===== src/rtl/instr_fetch_queue.sv =====
// Fetch stage: owns the fetch PC, issues one outstanding word read at a time and
// buffers returned {pc, instr} pairs in a DEPTH-entry FIFO in front of the datapath.
module instr_fetch_queue #(
    parameter int          DEPTH    = 4,
    parameter logic [31:0] RESET_PC = 32'h0
) (
    input  logic                       clock,
    input  logic                       reset,
    output logic                       imemReqValid,
    output logic [31:0]                imemReqAddr,
    input  logic                       imemReqReady,
    input  logic                       imemRspValid,
    input  logic [31:0]                imemRspData,
    input  logic                       redirectValid,
    input  logic [31:0]                redirectPC,
    output logic                       outValid,
    output logic [31:0]                outInstr,
    output logic [31:0]                outPC,
    output logic [31:0]                outPCPlus4,
    input  logic                       outReady,
    output logic [$clog2(DEPTH+1)-1:0] count
);
    localparam int PW = $clog2(DEPTH);
    localparam int CW = $clog2(DEPTH+1);
    localparam logic [CW:0] DEPTH_C = (CW+1)'(DEPTH);

    typedef enum logic [1:0] {S_IDLE, S_REQ, S_WAIT, S_DROP} state_t;

    state_t        r_state;
    state_t        w_state_nxt;
    logic [31:0]   r_fetch_pc;
    logic [CW-1:0] r_count;
    logic [PW-1:0] r_wr_ptr;
    logic [PW-1:0] r_rd_ptr;
    logic [31:0]   r_q_instr [DEPTH];
    logic [31:0]   r_q_pc    [DEPTH];

    logic          w_pop;
    logic          w_push;
    logic          w_req_fire;
    logic [CW:0]   w_cnt_plus_pop;
    logic [CW:0]   w_cnt_after_push;
    logic [31:0]   w_redirect_pc;
    logic          w_unused_lsb;

    assign w_pop            = (r_count != '0) && outReady;
    assign w_req_fire       = (r_state == S_REQ) && imemReqReady;
    assign w_push           = (r_state == S_WAIT) && imemRspValid && !redirectValid;
    assign w_redirect_pc    = {redirectPC[31:2], 2'b00};
    assign w_unused_lsb     = ^redirectPC[1:0];
    assign w_cnt_plus_pop   = {1'b0, r_count} + (CW+1)'(w_pop);
    assign w_cnt_after_push = {1'b0, r_count} + (CW+1)'(1) - (CW+1)'(w_pop);

    always_ff @(posedge clock) begin
        if (reset) r_state <= S_IDLE;
        else       r_state <= w_state_nxt;
    end

    // Each request holds a FIFO slot from issue until its response, so a push never overflows.
    always_comb begin
        w_state_nxt  = r_state;
        imemReqValid = 1'b0;
        case (r_state)
            S_IDLE: begin
                if (redirectValid || (w_cnt_plus_pop < DEPTH_C)) w_state_nxt = S_REQ;
            end
            S_REQ: begin
                imemReqValid = 1'b1;
                if (redirectValid)     w_state_nxt = imemReqReady ? S_DROP : S_REQ;
                else if (imemReqReady) w_state_nxt = S_WAIT;
            end
            S_WAIT: begin
                if (redirectValid)     w_state_nxt = imemRspValid ? S_REQ : S_DROP;
                else if (imemRspValid) w_state_nxt = (w_cnt_after_push < DEPTH_C) ? S_REQ : S_IDLE;
            end
            S_DROP: begin
                if (imemRspValid) w_state_nxt = S_REQ;
            end
            default: w_state_nxt = S_IDLE;
        endcase
    end

    always_ff @(posedge clock) begin
        if (reset) begin
            r_fetch_pc <= RESET_PC;
            r_count    <= '0;
            r_wr_ptr   <= '0;
            r_rd_ptr   <= '0;
        end else if (redirectValid) begin
            r_fetch_pc <= w_redirect_pc;
            r_count    <= '0;
            r_wr_ptr   <= '0;
            r_rd_ptr   <= '0;
        end else begin
            if (w_req_fire) r_fetch_pc <= r_fetch_pc + 32'd4;
            if (w_push)     r_wr_ptr   <= r_wr_ptr + PW'(1);
            if (w_pop)      r_rd_ptr   <= r_rd_ptr + PW'(1);
            r_count <= r_count + CW'(w_push) - CW'(w_pop);
        end
    end

    // fetchPC has already advanced past the accepted request, hence the -4.
    always_ff @(posedge clock) begin
        if (w_push) begin
            r_q_instr[r_wr_ptr] <= imemRspData;
            r_q_pc[r_wr_ptr]    <= r_fetch_pc - 32'd4;
        end
    end

    assign imemReqAddr = r_fetch_pc;
    assign outValid    = (r_count != '0);
    assign outInstr    = r_q_instr[r_rd_ptr];
    assign outPC       = r_q_pc[r_rd_ptr];
    assign outPCPlus4  = r_q_pc[r_rd_ptr] + 32'd4;
    assign count       = r_count;
endmodule


===== config.mk =====
export PLATFORM = sky130hd
export DESIGN_NAME = instr_fetch_queue
export DESIGN_NICKNAME = d
export VERILOG_FILES = /design/src/rtl/instr_fetch_queue.sv
export SDC_FILE = /design/constraint.sdc
export NUM_CORES = 1
export LEC_CHECK = 0
export ABC_AREA = 0
export CAP_MARGIN = 40
export CORE_UTILIZATION = 54
export DETAILED_ROUTE_END_ITERATION = 10
export PLACE_DENSITY_LB_ADDON = 0.3
export SYNTH_ARGS = -nofsm -noshare
export SYNTH_HDL_FRONTEND = slang
export SYNTH_SLANG_ARGS = --single-unit

===== constraint.sdc =====
create_clock -name clock -period 4.3 [get_ports clock]
set_clock_uncertainty 0.05 [all_clocks]
set_input_delay 0.645 -clock clock [delete_from_list [all_inputs] [get_ports clock]]
set_output_delay 0.645 -clock clock [all_outputs]
set_load 0.02 [all_outputs]

# == After elaboration in Yosys (flattened, before gate mapping) ==
# Memory sizes are Yosys's and may differ from the RTL's. A register that Yosys moved wholly into a read port is not among the register bits.
# Index checks and enable logic that the tools add are counted.
# totals
output_inout_bits,133
ram_bits,256
word_cells,57
in_bits,70
regBits,41
mem_count,2
# op_classes
magnitude_cmp,2
n_mux,19
n_reduce_logical,11
n_eq_ne,7
addsub,10
# memory_table
name,words,word_bits,read_ports,rd_clocked_by_memory_dff,wr,line,rtl
r_q_instr,4,32,1,1,1,35,logic [31:0] r_q_instr [DEPTH];
r_q_pc,4,32,1,1,1,36,logic [31:0] r_q_pc [DEPTH];
# op_table
op,count
32-bit by 3-bit adder with 32-bit output (second input constant),2
32-bit 2-to-1 mux,2
32-bit by 3-bit subtractor with 32-bit output (second input constant),1
2-bit 2-to-1 mux,12
4-bit by 3-bit less-than comparator with 1-bit output (second input constant),2
2-bit one-hot mux with 4 select lines,1
3-bit inequality test (second input constant),2
2-bit by 1-bit adder with 2-bit output (second input constant),2
3-bit by 1-bit adder with 4-bit output,1
3-bit by 1-bit adder with 4-bit output (second input constant),1
2-bit == test (second input constant),2
1-bit logical AND,4
1-bit 2-to-1 mux,4
2-bit inequality test (second input constant),2
4-bit AND reduction,1
4-bit by 1-bit subtractor with 4-bit output,1
3-bit by 1-bit adder with 3-bit output,1
3-bit nonzero test,1
3-bit by 1-bit subtractor with 3-bit output,1
2-bit by 1-bit == test with 1-bit output (second input constant),1
2-bit zero test,1
2-bit nonzero test,1
2-bit OR reduction,1
1-bit zero test,1
1-bit logical OR,1

# == Longest topological paths before layout ==
# Gate-level depths: netlist (run 1).
# depth
ltp_word,8
mapped_depth,11
depth_no_buf,11

# == Least setup slack after synthesis (run 1) ==
# OpenSTA, ideal clock, no wires.
# synth_timing
path_type,input-to-reg
start,in redirectValid
end,"mem r_q_instr[0][0], enable pin"
cell_stages,4
setup_ns,0.427
t_required_ns,3.823
arrival_ns,2.720
setup_slack_ns,1.103
path_buffers,2
cell_sequence,clkbuf_1 buf_1 nor2_1 and2_1
# synth_between
elab_chain_cells,4
# synth_lines
element,line,rtl
start: declaration,14,"input logic redirectValid,"
1-bit zero test,48,assign w_push = (r_state == S_WAIT) && imemRspValid && !redirectValid;
1-bit logical AND,48,
1-bit 2-to-1 mux,104,if (w_push) begin
1-bit 2-to-1 mux (implied by the code),105,r_q_instr[r_wr_ptr] <= imemRspData;
end: declaration,35,
# Every way passes these cells.

==> key figures, run 1 <==
Power and ir drop
  – P_leak: 5.15 nW
  – Pwr per Cell Area: 386 mW/mm²
  – Maximum VDD drop: 0.291 mV

Layout
  – Fillers: 1476
  – Share of layout cells above drive strength 1: 12.5%
  – Diodes inserted: 0
  – Layout Nets: 1073
  – Post-layout util: 69.2%
  – Area Overhead vs Synth: 25.4%

Clock tree
  – CTS sink count: 289
  – CTS tree: done
  – Hold Buf Count CTS: 0
  – Root Buffer: clkbuf_16
  – CTS clk-pin slew, worst paths: 60 ps
  – Worst-Skew Late Latency: 540 ps
  – TritonCTS buffer count: 29
  – Htree depth: 1
  – Clk buf depth: 3

Global routing
  – Largest net degree at the start of global routing: 51
  – First-pass GRT wire length: 41400 µm
  – Most Crowded Layer GR: met2
  – Met2 Track Usage GR: 37.1%
  – GR Util met1: 31.7%
  – M3 GR Usage: 3.81%
  – Antenna violations before repair: 1
  – Vias in the first global route: 7418
  – Total track usage: 22.7%
  – Grt total ovfl: 0

STA
  – Crit share post-route: 94.8%
  – Total negative slack: 0 ps
  – WHS: 441 ps
  – Min setup slack post-route: 223 ps
  – Final hold violations: 0
  – Final Critical Period: 4080 ps
  – Pins over their slew limit: 0
  – RSZ-0062 raised after global routing: no
  – Worst Tran Pin Value: 757 ps
  – Count of final setup violators: 0
  – Highest Clock Rate: 0.245 GHz
  – Slew headroom: 49.5%

Floorplanning
  – Chip height: 154 µm
  – Core Area: 0.0227 mm²
  – Initial Util: 55.2%
  – Die W: 154 µm
  – Die area: 0.0238 mm²
  – I/O pin cnt: 203
  – Num rows: 55

Logic synthesis
  – Synth Instances: 791
  – Post-synth top cells: 248 x edfxtp_1, 54 x mux4_2, 51 x xnor2_1, 48 x nand2_1, 43 x nor2_1
  – Synth area leader: edfxtp_1
  – Synth top area share: 59.4%
  – Async S/R FF share, synth: 0%
  – Synth top area cells: edfxtp_1 59%, mux4_2 9.7%, dfxtp_1 6.5%
  – Mapped Area: 0.0125 mm²
  – Register area share after synthesis: 66.0%
  – Number of synthesized flops with an enable pin: 248
  – Yosys cell types: 54
  – YS warnings: 0
  – #FFs+latches synth: 289
  – Ys flop type: edfxtp_1
  – Synth Area per Inst: 15.8 µm²
  – Library cell with the highest instance count after synthesis: edfxtp_1

Run
  – # Max-Cap Violations: 0

Worst setup path
  – Critical Path RT: 3610 ps
  – Setup crit start kind: flip-flop
  – Crit path DAT: 3380 ps
  – Critical setup path kind: reg -> out
  – Critical path capture point type: output pin
  – CP Max Fanout: 24

Placement
  – IO Port Bufs: 194
  – Worst slack at placement: 586 ps
  – Final GP Congestion: 0.834
  – HPWL after DPL: 17100 µm

Route
  – Final wirelength: 26600 µm
  – Via count: 7550
  – Post-DRT Antenna Nets: 0
  – Vias/cell: 5.83
  – Drt pass-1 iters: 5
  – WL/cell: 20.6 µm
  – Post-route DRC: 0
  – Detailed Route Iter0 Violations: 438

Status
  – Status: complete, no violations

Hold path
  – Worst hold path class: reg -> reg
[layout make-up]
class,count,area (µm²),area share [%]
Clock buffer,35,748,4.76
Clock inverter,18,211,1.35
Inverter,19,71.3,0.454
Multi-Input combinational cell,441,3930,25.0
Sequential cell,289,8270,52.6
Tap cell,285,357,2.27
Timing Repair Buffer,208,2130,13.5
[power by group]
group,switching (mW),leakage [nW],total [mW],internal (mW)
logic,0.216,2.11,0.397,0.182
clock network,0.996,0.462,2.53,1.53
registers,0.0558,2.58,3.15,3.09
[routing by layer]
layer	vias to the layer above	wire length (µm)	share of wire (%)
li1	3453	-	-
met1	3726	11500	43
met2	327	12800	48
met3	42	1830	6.9
met4	2	492	1.8
met5	-	12	0.045
[logic make-up after synthesis]
group                    Yosys count  share of synthesized area [%]
AO/OA/AOI/OAI                     50                           2.72
XOR/XNOR                          79                           5.52
adder cells (fa/ha/maj)           15                           1.56
buffers and inverters             66                           2.87
flip-flops                       289                           66.0
multiplexers                      64                           11.5
other                              1                         0.0299
AND/OR/NAND/NOR                  227                           9.79
[what timing repair did]
item | 4_1_cts | 5_1_grt
endpoints found under the setup margin | 0 | 10
endpoints found under the hold margin | 0 | 0
resized for setup | 0 | 3
buffers inserted | 0 | 1
[through the flow]
stage | total power, mW | cells | instance area (µm²)
floorplan | 3.41 | 796 | 12600
detailed placement | 3.60 | 1241 | 14700
global placement | 3.59 | 1241 | 14700
finish | 6.07 | 1295 | 15700
global route | 6.25 | 1295 | 15700
CTS | 6.11 | 1294 | 15700
[critical path, cell delays in order (launching register included)]
cell,delay [ps]
dfxtp_4,620
mux4_2,640
ha_1,260
nand3_1,170
nor3_2,70
buf_4,190
nand3_1,110
xnor2_1,130
clkdlybuf4s50_1,620
[cells in the final DEF, fill, tap and decap left out, drive strengths merged, types with 2 or more instances in the layout]
master	n
edfxtp	248
clkdlybuf4s50	193
mux4	62
xnor2	51
nand2	48
nor2	43
dfxtp	41
clkbuf	35
nand3	29
xor2	28
nand4	19
inv	19
nor3	16
nor4	15
ha	14
buf	14
a21oi	13
a211oi	12
clkinv	11
and3	10
and4	9
or3	8
o21ai	8
and2	7
conb	6
nand2b	5
bufinv	5
or4	5
a31oi	3
nor2b	3
a2111oi	3
nor3b	3
nand3b	2
nor4b	2
mux2i	2
o211a	2
a311oi	2
o21a	2
clkinvlp	2
or2	2
[registers in the layout, indices dropped and copies added, names as in the netlist, named ones only]
| register | flops |
|---|---|
| r_q_instr | 128 |
| r_q_pc | 120 |
| imemReqAddr | 30 |
| count | 3 |
| r_rd_ptr | 2 |
| r_state | 2 |
| r_wr_ptr | 2 |
[worst paths after layout]
path              cells past startpoint            from              to  slack (ps)
setup reg to reg                      5  imemReqAddr[4]   r_q_pc[3][31]        1500
hold reg to reg                       2     r_wr_ptr[1]     r_wr_ptr[1]         440
setup / recovery                      8       flip-flop  outPCPlus4[18]         220
hold / removal                        2     r_wr_ptr[1]     r_wr_ptr[1]         440
(Power assumes the default switching activity.)
==> inputs of run 2 (changes only) <==
Settings changed: CORE_UTILIZATION 54 to 48, PLACE_DENSITY set to 0.76, PLACE_DENSITY_LB_ADDON 0.3 to unset, TNS_END_PERCENT set to 5.
Clock period 4.3 ns to 3.3 ns, I/O delays scaled along.
==> key figures, run 2 (synthesis gave the netlist of run 1 again) <==
Worst setup path
  – Critical setup path kind: reg -> out (unchanged)
  – Setup crit start kind: flip-flop (unchanged)
  – CP Max Fanout: 8 (was 24)
  – R2R cell count: 5 (unchanged)
  – RR Startpoint: imemReqAddr[5] (was imemReqAddr[4])
  – Family with the most delay on the worst path: buffers and inverters (unchanged)
  – Critical path buffer and inverter count: 5 (was 2)
  – RR Endpoint: r_q_pc[0][31] (was r_q_pc[3][31])
  – Crit path DAT: 2770 ps (was 3380 ps)
  – Max stage delay on crit path: 390 ps (was 640 ps)
  – Slack of the worst reg-to-reg path: 590 ps (was 1500 ps)
  – Critical path capture point type: output pin (unchanged)
  – Worst path cell trace: buf_12 > buf_6 > mux4_2 > nand4_1 > nor3_4 > buf_12 > buf_12 > nand4_1 > xnor2_1 > buf_4 (was mux4_2 > ha_1 > nand3_1 > nor3_2 > buf_4 > nand3_1 > xnor2_1 > clkdlybuf4s50_1)
  – Worst path slowest cell: dfxtp_4 (was mux4_2)
  – Critical Path RT: 2750 ps (was 3610 ps)
  – CP most frequent cell: buf_12 (was nand3_1)

Placement
  – Final GP Congestion: 0.869 (was 0.834)
  – Post-DP Area: 0.0150 mm² (was 0.0147 mm²)
  – DP Cell Count: 1309 (was 1241)
  – IO Port Bufs: 194 (unchanged)
  – HPWL after DPL: 18500 µm (was 17100 µm)

Layout
  – Fillers: 1806 (was 1476)
  – Share of layout cells above drive strength 1: 20.1% (was 12.5%)
  – Layout Nets: 1121 (was 1073)
  – Commonest cells after routing, fill and taps aside: 248 x edfxtp_1, 166 x clkdlybuf4s50_1, 58 x mux4_2, 58 x buf_4, 49 x xnor2_1 (was 248 x edfxtp_1, 193 x clkdlybuf4s50_1, 54 x mux4_2)
  – Diodes inserted: 0 (unchanged)
  – Finished Cell Area: 0.0163 mm² (was 0.0157 mm²)
  – Non-Filler Instances: 1390 (was 1295)
  – Area Overhead vs Synth: 30.1% (was 25.4%)
  – Top reg by flops: r_q_instr (unchanged)
  – Commonest non-fill, non-tap cell in the layout: edfxtp_1 (unchanged)
  – Max reg flops: 128 (unchanged)

STA
  – Total negative slack: -37.9 ps (was 0 ps)
  – RSZ-0062 raised after global routing: yes (was no)
  – Min setup slack post-route: -13.6 ps (was 223 ps)
  – WHS: 455 ps (was 441 ps)
  – Count of final setup violators: 4 (was 0)
  – Crit share post-route: 100%
  – Worst Tran Pin Value: 698 ps (was 757 ps)
  – Pins over their slew limit: 0 (unchanged)
  – Final hold violations: 0 (unchanged)
  – Slew headroom: 53.0% (was 49.5%)
  – Final Critical Period: 3310 ps
  – Highest Clock Rate: 0.302 GHz

Global routing
  – Antenna violations before repair: 0 (was 1)
  – Grt total ovfl: 0 (unchanged)
  – GR Util met1: 27.9% (was 31.7%)
  – Met2 Track Usage GR: 33.5% (was 37.1%)
  – Most Crowded Layer GR: met2 (unchanged)
  – Vias in the first global route: 7642 (was 7418)
  – Total track usage: 20.2% (was 22.7%)
  – M3 GR Usage: 3.43% (was 3.81%)
  – First-pass GRT wire length: 41500 µm (was 41400 µm)
  – Largest net degree at the start of global routing: 30 (was 51)

Clock tree
  – Htree depth: 1 (unchanged)
  – Hold Buf Count CTS: 0 (unchanged)
  – Worst-Skew Late Latency: 540 ps (about the same)
  – CTS clk-pin slew, worst paths: 60 ps (about the same)
  – Clk buf depth: 3 (unchanged)
  – CTS sink count: 289 (unchanged)
  – TritonCTS buffer count: 30 (was 29)
  – Root Buffer: clkbuf_16 (unchanged)
  – CTS tree: done (unchanged)

Floorplanning
  – Initial Util: 49.3% (was 55.2%)
  – Chip height: 164 µm (was 154 µm)
  – Die area: 0.0268 mm² (was 0.0238 mm²)
  – Core Area: 0.0254 mm² (was 0.0227 mm²)
  – Num rows: 58 (was 55)
  – Die W: 164 µm (was 154 µm)
  – I/O pin cnt: 203 (unchanged)

Power and ir drop
  – Maximum VDD drop: 0.371 mV (was 0.291 mV)
  – Sequential share of power: 50.4% (was 51.9%)
  – Combinational Power Share: 6.6% (was 6.5%)
  – Tot Pwr: 8.13 mW (was 6.07 mW)
  – P_leak: 5.51 nW (was 5.15 nW)
  – Net Sw Frac: 20.6% (was 20.9%)
  – P_int: 6.45 mW (was 4.81 mW)
  – NetSw: 1.67 mW (was 1.27 mW)
  – Pwr per Cell Area: 499 mW/mm² (was 386 mW/mm²)
  – Clock network fraction of total power: 43.1% (was 41.6%)

Route
  – Post-DRT Antenna Nets: 0 (unchanged)
  – Via count: 7712 (was 7550)
  – Detailed Route Iter0 Violations: 568 (was 438)
  – Final wirelength: 27600 µm (was 26600 µm)
  – WL/cell: 19.9 µm (was 20.6 µm)
  – Drt pass-1 iters: 5 (unchanged)
  – Post-route DRC: 0 (unchanged)
  – Vias/cell: 5.55 (was 5.83)

Run
  – # Max-Cap Violations: 0 (unchanged)

Hold path
  – HP Start: r_wr_ptr[1] (unchanged)
  – Hold Path Cell Cnt: 2 (unchanged)
  – Worst hold path class: reg -> reg (unchanged)
  – WHS Endpoint: r_wr_ptr[1] (unchanged)

Status
  – Status: complete, but fails checks (was complete, no violations)
  – Failing checks: setup timing
run 2: cell count changes in the layout (fill, tap and decap cells not counted), sizes merged:
| cell | change |
|---|---|
| clkinv | +1 |
| clkdlybuf4s50 | -27 |
| dlymetal6s2s | +1 |
| clkinvlp | -2 |
| buf | +63 |
| bufinv | +1 |
| dlygate4sd2 | +3 |
| clkbuf | +10 |
run 2: routing by layer:
metal / part of all wire (%) / vias to the layer above
met5: 0 / -
met4: 1.4 / 0
met3: 7.4 / 30
met2: 49 / 303
met1: 42 / 3827
li1: - / 3552
run 2: what timing repair did:
action	CTS	global route
endpoints found under the setup margin	45	48
gates cloned	0	2
resized for setup	62	77
pin swaps	2	4
setup buffers	1	22
hold endpoints to repair	0	0
run 2: how the worst max path moves through the flow:
| stage | start | to | slack [ps] | depth (start not counted) |
|---|---|---|---|---|
| 2_1_floorplan | redirectValid | r_q_instr[0][0] | 250 | 4 |
| 3_3_place_gp | flip-flop | outPCPlus4[30] | 90 | 8 |
| 3_5_place_dp | flip-flop | outPCPlus4[20] | 4 | 8 |
| 4_1_cts | flip-flop | outPCPlus4[18] | -160 | 9 |
| 5_1_grt | flip-flop | outPCPlus4[25] | -80 | 10 |
| 6_report | flip-flop | outPCPlus4[25] | -10 | 10 |
run 2: area by class of cell:
cell class              instances  area, µm²  area share, %
multi-input cells             441       3960           24.3
flip-flops and latches        289       8280           50.8
clock buffers                  38        802           4.92
clock inverters                18        236           1.45
inverters                      19       71.3          0.437
repair buffers                255       2540           15.6
well taps                     330        413           2.53
run 2: worst reg2reg max path: cells and delay by family, from the launching register on:
family | cells | cell delay (ps)
xor gates and xnor gates | 1 | 370
and+or+nand+nor | 4 | 1620
DFF | 1 | 430
run 2: power by group through the flow:
stage	logic, mW	registers, mW	clock network [mW]
final	0.534	4.09	3.50
after global routing	0.579	4.10	3.70
after CTS	0.533	4.09	3.56
after detailed placement	0.531	4.17	0
after global placement	0.517	4.17	0
after floorplan	0.272	4.17	0
run 2: per-stage QoR:
step                      setup WS (ps)  util [%]
after global routing              -81.0      64.2
after detailed placement           3.59      59.2
final                             -13.6      64.2
after floorplan                     253         -
after global placement             87.0      59.2
after CTS                          -155      63.3
==> inputs of run 3 (changes only) <==
Settings changed: CORE_UTILIZATION 48 to 54, CTS_BUF_LIST set to sky130_fd_sc_hd__clkbuf_16, MAX_ROUTING_LAYER set to met4, PLACE_DENSITY 0.76 to 0.81.
Clock period 3.3 ns to 3.2 ns, I/O delays scaled along.
==> key figures, run 3 (synthesis gave the netlist of run 1 again) <==
Hold path
  – HP Start: redirectPC[8] (was r_wr_ptr[1])
  – Worst hold path class: in -> reg (was reg -> reg)
  – Hold Path Cell Cnt: 3 (was 2)
  – WHS Endpoint: imemReqAddr[8] (was r_wr_ptr[1])

Power and ir drop
  – Combinational Power Share: 7.0% (was 6.6%)
  – Net Sw Frac: 21.5% (was 20.6%)
  – Sequential share of power: 54.2% (was 50.4%)
  – Clock network fraction of total power: 38.7% (was 43.1%)
  – NetSw: 1.68 mW (was 1.67 mW)
  – Tot Pwr: 7.79 mW (was 8.13 mW)
  – Pwr per Cell Area: 488 mW/mm² (was 499 mW/mm²)
  – Maximum VDD drop: 0.383 mV (was 0.371 mV)
  – P_leak: 5.37 nW (was 5.51 nW)
  – P_int: 6.12 mW (was 6.45 mW)

Route
  – Final wirelength: 27200 µm (was 27600 µm)
  – Drt pass-1 iters: 7 (was 5)
  – WL/cell: 20.6 µm (was 19.9 µm)
  – Via count: 7665 (was 7712)
  – Post-DRT Antenna Nets: 0 (unchanged)
  – Post-route DRC: 0 (unchanged)
  – Vias/cell: 5.79 (was 5.55)
  – Detailed Route Iter0 Violations: 610 (was 568)

Clock tree
  – Htree depth: 1 (unchanged)
  – CTS clk-pin slew, worst paths: 60 ps (about the same)
  – TritonCTS buffer count: 29 (was 30)
  – CTS tree: done (unchanged)
  – Clk buf depth: 3 (unchanged)
  – Worst-Skew Late Latency: 540 ps (about the same)
  – CTS sink count: 289 (unchanged)
  – Root Buffer: clkbuf_16 (unchanged)

Placement
  – DP Cell Count: 1261 (was 1309)
  – Worst slack at placement: -74.1 ps (was 3.59 ps)
  – HPWL after DPL: 17300 µm (was 18500 µm)
  – Final GP Congestion: 0.893 (was 0.869)
  – Post-DP Area: 0.0149 mm² (was 0.0150 mm²)
  – IO Port Bufs: 194 (unchanged)

STA
  – Crit share post-route: 102%
  – Final hold violations: 0 (unchanged)
  – Pins over their slew limit: 0 (unchanged)
  – Final Critical Period: 3250 ps
  – Worst Tran Pin Value: 776 ps (was 698 ps)
  – Highest Clock Rate: 0.307 GHz
  – Count of final setup violators: 15 (was 4)
  – Total negative slack: -477 ps (was -37.9 ps)
  – Min setup slack post-route: -54.8 ps (was -13.6 ps)
  – RSZ-0062 raised after global routing: yes (unchanged)
  – Slew headroom: 47.8% (was 53.0%)
  – WHS: 450 ps (was 455 ps)

Worst setup path
  – Slack of the worst reg-to-reg path: 380 ps (was 590 ps)
  – RR Startpoint: imemReqAddr[5] (unchanged)
  – Crit path DAT: 2720 ps (was 2770 ps)
  – RR Endpoint: r_q_pc[0][31] (unchanged)
  – CP Max Fanout: 8 (unchanged)
  – Setup crit start kind: flip-flop (unchanged)
  – Critical setup path kind: reg -> out (unchanged)
  – Critical Path RT: 2670 ps (was 2750 ps)
  – R2R cell count: 5 (unchanged)
  – Critical path capture point type: output pin (unchanged)

Layout
  – Area Overhead vs Synth: 27.5% (was 30.1%)
  – Top reg by flops: r_q_instr (unchanged)
  – Commonest cells after routing, fill and taps aside: 248 x edfxtp_1, 164 x clkdlybuf4s50_1, 58 x mux4_2 (was 248 x edfxtp_1, 166 x clkdlybuf4s50_1, 58 x mux4_2, 58 x buf_4, 49 x xnor2_1)
  – Seq. cell area: 0.00827 mm² (was 0.00828 mm²)
  – Finished Cell Area: 0.0160 mm² (was 0.0163 mm²)
  – Layout Nets: 1106 (was 1121)
  – Diodes inserted: 0 (unchanged)
  – Non-Filler Instances: 1324 (was 1390)
  – Commonest non-fill, non-tap cell in the layout: edfxtp_1 (unchanged)
  – Max reg flops: 128 (unchanged)
  – Share of layout cells above drive strength 1: 18.6% (was 20.1%)
  – Multi-input gate area: 0.00398 mm² (was 0.00396 mm²)
  – Post-layout util: 70.3% (was 64.2%)
  – Fillers: 1470 (was 1806)

Global routing
  – Vias in the first global route: 7741 (was 7642)
  – Antenna violations before repair: 0 (unchanged)
  – First-pass GRT wire length: 42300 µm (was 41500 µm)
  – Largest net degree at the start of global routing: 63 (was 30)
  – Total track usage: 23.7% (was 20.2%)
  – Grt total ovfl: 0 (unchanged)

Floorplanning
  – Die W: 154 µm (was 164 µm)
  – I/O pin cnt: 203 (unchanged)
  – Chip height: 154 µm (was 164 µm)
  – Core Area: 0.0227 mm² (was 0.0254 mm²)
  – Initial Util: 55.2% (was 49.3%)
  – Num rows: 55 (was 58)
  – Die area: 0.0238 mm² (was 0.0268 mm²)

Run
  – # Max-Cap Violations: 0 (unchanged)

Status
  – Failing checks: setup timing (unchanged)
  – Status: complete, but fails checks (unchanged)
run 3: worst max-delay path by stage:
stage | end | slack, ps | cells past startpoint
2_1_floorplan | r_q_instr[0][0] | 170 | 4
3_3_place_gp | outPCPlus4[27] | -4 | 7
3_5_place_dp | outPCPlus4[30] | -70 | 7
4_1_cts | outPCPlus4[30] | -180 | 10
5_1_grt | outPCPlus4[21] | -180 | 10
6_report | outPCPlus4[18] | -50 | 10
run 3: layer usage:
metal / vias to the layer above / track usage (%) / share of wire (%) / routed length (µm)
li1: 3515 / - / - / -
met1: 3714 / 31.8 / 41 / 11300
met2: 387 / 39.0 / 49 / 13400
met3: 49 / 3.03 / 7.6 / 2060
met4: 0 / 5.94 / 1.8 / 486
met5: - / - / 0 / 0
run 3: what timing repair did:
action	CTS	global route
pin swaps	4	7
gates cloned	2	1
hold buffers	0	0
setup endpoints to repair	39	37
setup buffers	7	5
gates resized for setup	127	39
run 3: critical path, stage by stage, from the launching register on:
cell and delay [ps]:
dfxtp_4 370, buf_12 150, mux4_2 420, ha_4 170, nand3_2 110, nor3_4 250, buf_6 130, buf_12 110
nand3_1 100, xnor2_1 180, buf_4 170
run 3: power by group through the flow:
stage          sequential (mW)  clock, mW  combinational [mW]
4_1_cts                   4.22       3.07               0.546
2_1_floorplan             4.30          0               0.281
6_report                  4.23       3.02               0.547
3_3_place_gp              4.30          0               0.528
5_1_grt                   4.23       3.21               0.593
3_5_place_dp              4.30          0               0.543
run 3: area by class of cell:
type / count / area share (%)
multi-input combinational: 441 / 24.9
timing repair buffer: 241 / 15.3
inverter: 19 / 0.446
clock inverter: 20 / 0.744
tap: 285 / 2.23
clock buffer: 29 / 4.54
sequential: 289 / 51.8
